`src/rtl/process_scheduler.sv`:
```
// Round-robin preemptive process scheduler: tracks ready PIDs and saved PCs,
// picks the next process and hands its resume PC to the CPU via req/ack.
module process_scheduler #(
    parameter int unsigned NUM_PROC    = 10,
    parameter int unsigned PID_WIDTH   = 4,
    parameter int unsigned ADDR_WIDTH  = 12,
    parameter int unsigned BASE_OFFSET = 1,
    parameter int unsigned PART_SIZE   = 100,
    parameter int unsigned QUANTUM     = 32
) (
    input  logic                  clk,
    input  logic                  rst,
    input  logic                  preempt_en,
    input  logic                  create_req,
    input  logic [PID_WIDTH-1:0]  create_pid,
    input  logic                  exit_req,
    input  logic                  tick,
    input  logic [ADDR_WIDTH-1:0] pc_in,
    input  logic                  switch_ack,
    output logic                  switch_req,
    output logic [ADDR_WIDTH-1:0] next_pc,
    output logic [PID_WIDTH-1:0]  next_pid,
    output logic [PID_WIDTH-1:0]  cur_pid,
    output logic                  running,
    output logic                  idle,
    output logic [NUM_PROC-1:0]   ready_mask
);

    localparam int unsigned QW = $clog2(QUANTUM + 1);

    typedef enum logic [1:0] {
        S_IDLE   = 2'd0,
        S_SELECT = 2'd1,
        S_SWITCH = 2'd2,
        S_RUN    = 2'd3
    } state_t;

    state_t                r_state;
    state_t                w_state_next;
    logic [NUM_PROC-1:0]   r_ready;
    logic [ADDR_WIDTH-1:0] r_saved_pc [NUM_PROC];
    logic [PID_WIDTH-1:0]  r_cur_pid;
    logic [PID_WIDTH-1:0]  r_next_pid;
    logic [ADDR_WIDTH-1:0] r_next_pc;
    logic [QW-1:0]         r_quantum;

    logic                  w_exit;
    logic                  w_expire;
    logic                  w_create_ok;
    logic                  w_sel_found;
    logic [PID_WIDTH-1:0]  w_sel_pid;

    function automatic logic [ADDR_WIDTH-1:0] f_base(input logic [PID_WIDTH-1:0] pid);
        return ADDR_WIDTH'(BASE_OFFSET + 32'(pid) * PART_SIZE);
    endfunction

    assign w_exit   = (r_state == S_RUN) && exit_req;
    assign w_expire = (r_state == S_RUN) && preempt_en && tick && (r_quantum == QW'(1));
    // A create of the PID that is exiting this cycle counts as a fresh create.
    assign w_create_ok = create_req && (32'(create_pid) < NUM_PROC) &&
                         (!r_ready[create_pid] || (w_exit && (create_pid == r_cur_pid)));

    // Rotating search from cur_pid+1; cur_pid itself is examined last.
    always_comb begin
        w_sel_found = 1'b0;
        w_sel_pid   = '0;
        for (int unsigned k = NUM_PROC; k >= 1; k--) begin
            if (r_ready[PID_WIDTH'((32'(r_cur_pid) + k) % NUM_PROC)]) begin
                w_sel_found = 1'b1;
                w_sel_pid   = PID_WIDTH'((32'(r_cur_pid) + k) % NUM_PROC);
            end
        end
    end

    always_ff @(posedge clk or posedge rst) begin
        if (rst) begin
            r_state <= S_IDLE;
        end else begin
            r_state <= w_state_next;
        end
    end

    always_comb begin
        w_state_next = r_state;
        unique case (r_state)
            S_IDLE:   if (r_ready != '0) w_state_next = S_SELECT;
            S_SELECT: w_state_next = w_sel_found ? S_SWITCH : S_IDLE;
            S_SWITCH: if (switch_ack) w_state_next = S_RUN;
            S_RUN:    if (w_exit || w_expire) w_state_next = S_SELECT;
            default:  w_state_next = S_IDLE;
        endcase
    end

    always_comb begin
        switch_req = 1'b0;
        running    = 1'b0;
        idle       = 1'b0;
        unique case (r_state)
            S_IDLE:   idle       = 1'b1;
            S_SWITCH: switch_req = 1'b1;
            S_RUN:    running    = 1'b1;
            default:  ;
        endcase
    end

    // Ready set, saved PCs, selection latches and the time-slice counter.
    always_ff @(posedge clk or posedge rst) begin
        if (rst) begin
            r_ready    <= '0;
            r_cur_pid  <= '0;
            r_next_pid <= '0;
            r_next_pc  <= '0;
            r_quantum  <= QW'(QUANTUM);
            for (int unsigned i = 0; i < NUM_PROC; i++) begin
                r_saved_pc[i] <= f_base(PID_WIDTH'(i));
            end
        end else begin
            if (w_exit) begin
                r_ready[r_cur_pid]    <= 1'b0;
                r_saved_pc[r_cur_pid] <= f_base(r_cur_pid);
            end else if (w_expire) begin
                r_saved_pc[r_cur_pid] <= pc_in;
            end
            if (w_create_ok) begin
                r_ready[create_pid]    <= 1'b1;
                r_saved_pc[create_pid] <= f_base(create_pid);
            end
            if ((r_state == S_SELECT) && w_sel_found) begin
                r_next_pid <= w_sel_pid;
                r_next_pc  <= r_saved_pc[w_sel_pid];
            end
            if ((r_state == S_SWITCH) && switch_ack) begin
                r_cur_pid <= r_next_pid;
                r_quantum <= QW'(QUANTUM);
            end else if ((r_state == S_RUN) && preempt_en && tick && !exit_req &&
                         (r_quantum != '0)) begin
                r_quantum <= r_quantum - QW'(1);
            end
        end
    end

    assign next_pc    = r_next_pc;
    assign next_pid   = r_next_pid;
    assign cur_pid    = r_cur_pid;
    assign ready_mask = r_ready;

endmodule

```
`config.mk`:
```
export PLATFORM = sky130hd
export DESIGN_NAME = process_scheduler
export DESIGN_NICKNAME = d
export VERILOG_FILES = /design/src/rtl/process_scheduler.sv
export SDC_FILE = /design/constraint.sdc
export NUM_CORES = 1
export LEC_CHECK = 0
export BUFFER_PORTS_ARGS = -buffer_cell sky130_fd_sc_hd__buf_2
export CAP_MARGIN = 25
export CORE_ASPECT_RATIO = 1.4
export CORE_MARGIN = 2
export CORE_UTILIZATION = 35
export DETAILED_ROUTE_END_ITERATION = 6
export SYNTH_ARGS = -nofsm -noshare
export SYNTH_HDL_FRONTEND = slang
export SYNTH_SLANG_ARGS = --single-unit
export TNS_END_PERCENT = 1
```
`constraint.sdc`:
```
create_clock -name clk -period 5.53 [get_ports clk]
set_input_delay 1.659 -clock clk [delete_from_list [all_inputs] [get_ports clk]]
set_output_delay 1.659 -clock clk [all_outputs]
set_load 0.05 [all_outputs]
```
# Word level (Yosys, flattened, before mapping)
# Index checks and enable logic that the tools add are counted.
op_classes:
  add_sub_neg: 13
  n_mul: 2
  div: 10
  order_cmp: 20
  eq_ne: 8
  n_mux: 71
  n_bitwise: 6
  n_reduce_logical: 24
op_table:
  columns: ["operator", "n"]
  rows:
  - ["$bwmux W120", 3]
  - ["$mux W120", 3]
  - ["$mod A32 B4 Y32 const B", 10]
  - ["$demux W12 S4", 2]
  - ["$lt A4 B5 Y1 const B", 12]
  - ["$bmux W12 S4", 1]
  - ["$mux W12", 4]
  - ["$bmux W1 S4", 11]
  - ["$mux W4", 10]
  - ["$mux W1", 26]
  - ["$add A1 B11 Y12 const A", 2]
  - ["$add A4 B3 Y5 const B", 4]
  - ["$mux W10", 2]
  - ["$mul A4 B5 Y9 const B", 2]
  - ["$add A4 B4 Y5 const B", 3]
  - ["$ge A5 B5 Y1 const B", 3]
  - ["$logic_and A1 B1 Y1", 15]
  - ["$not A4 Y5", 3]
  - ["$mux W6", 2]
  - ["$add A4 B2 Y5 const B", 2]
  - ["$and A10 B10 Y10", 1]
  - ["$lt A5 B1 Y1 const B", 2]
  - ["$not A10 Y10", 1]
  - ["$or A10 B10 Y10", 1]
  - ["other kinds (20)", 29]
totals:
  register_bits: 158
  output_inout_bits: 33
  elab_cells: 170

# Logic depth before layout (Yosys ltp)
depth:
  depth_word: 18
  ltp_mapped: 24
  depth_no_buf: 18

# Worst setup path before layout
# Ideal clock, no wire load.
synth_timing:
  kind: "register to register"
  startpoint: "register r_cur_pid[1] (netlist: cur_pid[1])"
  endpoint: "register r_next_pc[0] (netlist: next_pc[0])"
  setup_ns: 0.136
  t_arrival_ns: 6.328
  setup_slack_ns: -0.933
  stages_incl_launch_ff: 22
  synth_period_minus_slack_ns: 6.463
  cell_sequence: "dfrtp_1 > buf_2 > clkbuf_1 > clkinv_1 > clkbuf_1 > ha_1 > clkbuf_1 > nand2_1 > ha_1 > nand2b_1 > nor2_1 > o221a_2 > or4_1 > and2_4 > o41ai_4 > and4b_1 > a221o_1 > a221oi_4 > buf_4 > mux2_1 > o221ai_1 > nand4_1"
synth_via:
  elab_chain_len: 18
  word_cells_on_any_way: 65
  cone_classes: "10 x add/sub; 10 x div; 43 x mux; 1 x bitwise; 1 x reduce/logical"
synth_lines:
  columns: ["element", "line", "rtl"]
  rows:
  - ["start, declared", "42", "logic [PID_WIDTH-1:0] r_cur_pid;"]
  - ["start signal, assigned", "133", "r_cur_pid <= r_next_pid;"]
  - ["$add A4 B4 Y5", "68, 70", null]
  - ["$mod A32 B4 Y32", "68, 70", null]
  - ["$bmux W1 S4", "68", "if (r_ready[PID_WIDTH'((32'(r_cur_pid) + k) % NUM_PROC)]) begin"]
  - ["$mux W1 (not written as such)", "68", null]
  - ["$mux W4 (10 in series)", "68", null]
  - ["$not A4 Y5 (not written as such)", "130", "r_next_pc <= r_saved_pc[w_sel_pid];"]
  - ["$bmux W12 S4", "130", null]
  - ["$mux W12 (not written as such) (2 in series)", "130", null]
  - ["end signal, assigned", "130", null]
  - ["end, declared", "44", "logic [ADDR_WIDTH-1:0] r_next_pc;"]
# Parallel ways exist; a longest one is shown, timed or not. The select of a mux whose other input is x is not followed.
# A chain may end at the register's enable or synchronous reset.

# Worst setup path after layout
layout_timing:
  startpoint: "register r_cur_pid[2] (netlist: cur_pid[2])"
  endpoint: "register r_next_pc[6] (netlist: next_pc[6])"
# Same word-level chain as after synthesis.

==> impl_metrics.tcl <==
set metrics [dict create \
    gp_congestion 0.980 \
    drt_iter0_drc 1143 \
    holdWs_ns 0.516 \
    grt_pass1_wl_um 73600 \
    cp_data_arrival_time_ns 5.58 \
    stdcell_count 2045 \
    rr_endpoint "next_pc[6]$_DFFE_PP0P_" \
    grt_usage_pct 24.5 \
    timing.rr.start "cur_pid[2]$_DFFE_PP0P_" \
    cpMaxStageDelayCell "o31ai_1" \
    layout_common_cells "o21ai_0, nand2_1, dfrtp_1" \
    ctsHoldBuffers 0 \
    synth.top_cell.area_share_pct 21.5 \
    path_cells "buf_4 > ha_1 > inv_1 > nand2_1 > ha_1 > nand2b_1 > o31ai_1 > o21ai_2 > or3_1 > o211ai_1 > nand2_1 > a221o_1 > a221oi_4 > clkbuf_16 > mux2_2 > o221ai_1 > nand4_1" \
    hold_class "flip-flop to flip-flop" \
    vias 12757 \
    grtUsageMet2_pct 43.9 \
    period_needed_ns 5.26 \
    final_layout_size_suffix_gt1_share_pct 19.1 \
    worst_slew_pin_slew_ns 0.998 \
    cp_data_required_time_ns 5.85 \
    hold_viol_final 0 \
    met1_usage_pct 28.1 \
    die_h_um 232 \
    grt_setup_unrepaired "false" \
    yosys.area.top_type "dfrtp_1" \
    slew_viol_final 0 \
    hpwl_um 35800 \
    r2r_slack_ns 0.27 \
    synth.distinct_cells 85 \
    viasPerCell 6.24 \
    htreeDepth 4 \
    skew_ns 0.00841 \
    synthToLayoutAreaGrowth_pct 14.0 \
    clock-sinks 158 \
    pin_count 56 \
    insertion_delay_ns 0.45 \
    core_sq_mm 0.0366 \
    cts_tree "built" \
    route.detailed.drc 0 \
    ant_nets 0 \
    async_flop_share_pct 100 \
    place_inst 2010 \
    die_x_um 167 \
    post_drt_wl_per_cell_um 23.6 \
    synth_area_leaders "dfrtp_1, dfstp_2, ha_1" \
    syn_avg_cell_area_sq_um 8.49 \
    final_common_cell "o21ai_0" \
    wl_um 48200 \
    fmax_mhz 190 \
    start_util_pct 35.4 \
    cts_buffers 17 \
    startpoint "cur_pid[2]$_DFFE_PP0P_" \
    outcome "complete, no violations" \
    grt_pass1_vias 12690 \
    worstSetupEndpointType "flip-flop" \
    drt-pass1-iter-count 5 \
    nNetsFinal 1656 \
    synthCells 1525 \
    setup_violations 0 \
    layout.area.seq_sq_mm 0.00402 \
    synth_edf_count 0 \
    path_class "flip-flop to flip-flop" \
    grt.busiest_layer "met2" \
    port_buffers 55 \
    drv_cap 0 \
    start_kind "flip-flop" \
    hp-start "r_saved_pc[15]$_DFF_PP0_" \
    synth-seq-cells 158 \
    yosys_warnings 0 \
    syn_area_sq_mm 0.0129 \
    clk_pin_slew_worst_paths_ns 0.07 \
    syn_nets 1616 \
    root_buffer "clkbuf_16" \
    clk_path_buf_depth 2 \
    endpoint "next_pc[6]$_DFFE_PP0P_" \
    max_stage_delay_ns 0.44 \
    cp_max_fo 33 \
    slew_headroom_pct 33.2 \
    dieArea_sq_mm 0.0386 \
    finalSetupTns_ns 0 \
    r2r_cells 17 \
    hold_depth 2 \
    post-route-util_pct 40.4 \
    multi_input_area_sq_mm 0.00827 \
    yosysSeqAreaShare_pct 31.0 \
    synth_ff_type "dfrtp_1" \
    antenna_found_initial 0 \
    overflow 0 \
    grt_max_degree 74 \
    fin_crit_sh_pct 95.2 \
    gr-usage-met3_pct 3.19 \
    diodes 0 \
    fp-row-count 83 \
    fillers 3743 \
]
==> worst min-delay path by stage <==
stage	end	slack [ns]
global placement	r_saved_pc[11]$_DFF_PP0_	0.50
finish	r_saved_pc[15]$_DFF_PP0_	0.52
detailed placement	r_saved_pc[11]$_DFF_PP0_	0.50
CTS	r_saved_pc[11]$_DFF_PP0_	0.52
floorplan	r_saved_pc[107]$_DFF_PP0_	0.47
global route	r_saved_pc[11]$_DFF_PP0_	0.54
==> cells in the mapped netlist, types with 11 or more instances <==
master and count:
mux2i_1 19, and3_1 29, nor3_1 31, a21boi_0 18, a32oi_1 20, o22ai_1 50
o221ai_1 86, ha_1 66, xor2_1 11, clkbuf_1 92, a21o_1 11, buf_2 12
mux2_2 31, a211oi_1 12, and2_1 43, inv_1 63, nand2_1 153, mux4_2 15
xnor2_1 29, nand2b_1 15, a21oi_1 44, o21ai_0 156, nand3_1 23, nand4_1 20
o211ai_1 38, dfrtp_1 111, nor2b_1 16, dfstp_2 47, nor2_1 96
==> sequential cells by signal, indices dropped and copies added (netlist names) <==
signal and cells:
next_pc 12, next_pid 4, r_state 2, ready_mask 10
cur_pid 4, r_saved_pc 120, r_quantum 6
==> timing repair <==
item	4_1_cts	5_1_grt
gates resized for setup	0	18
buffers inserted	0	1
setup endpoints to repair	0	14
==> layer usage <==
metal / up-vias / wire [um]
met1: 6282 / 18700
li1: 5812 / -
met2: 521 / 24400
met3: 142 / 2600
met5: - / 0
met4: 0 / 2530
==> cell families (layout without fill, tap and decap cells) <==
kind of cell	after synthesis	in the layout	share of synthesized area (%)
adders and majority gates	71	71	6.92
AOI/OAI and AO/OA	527	527	28.2
and+or+nand+nor	469	469	17.7
DFF	158	158	31.0
muxes	74	74	7.56
buffers and inverters	185	238	5.77
xor gates and xnor gates	41	41	2.83
==> cell type report <==
type | instances | share of cell area, %
multi-input combinational | 1182 | 56.0
clock inverter | 13 | 1.26
clock buffer | 19 | 3.00
tap | 467 | 3.96
inverter | 68 | 1.76
sequential | 158 | 27.2
timing repair buffer | 138 | 6.79
==> critical path, delay by kind of cell (launching register included) <==
| family | cells | cell delay [ns] |
|---|---|---|
| AO/OA/AOI/OAI | 6 | 1.83 |
| AND/OR/NAND/NOR | 5 | 0.99 |
| adder cells (fa/ha/maj) | 2 | 0.63 |
| flip-flops | 1 | 0.40 |
| multiplexers | 1 | 0.36 |
| buffers and inverters | 3 | 0.88 |
==> stage by stage <==
| stage | setup slack, ns | cell area [sq um] |
|---|---|---|
| after floorplan | -0.568 | 12900 |
| after global routing | 0.00664 | 14800 |
| after global placement | 0.130 | 14000 |
| after detailed placement | 0.0885 | 14000 |
| after CTS | 0.0703 | 14700 |
| final | 0.267 | 14800 |
Power is left out: the tool's default activity adds up to more than one toggle a clock period on the data nets, which glitch-free logic cannot reach.
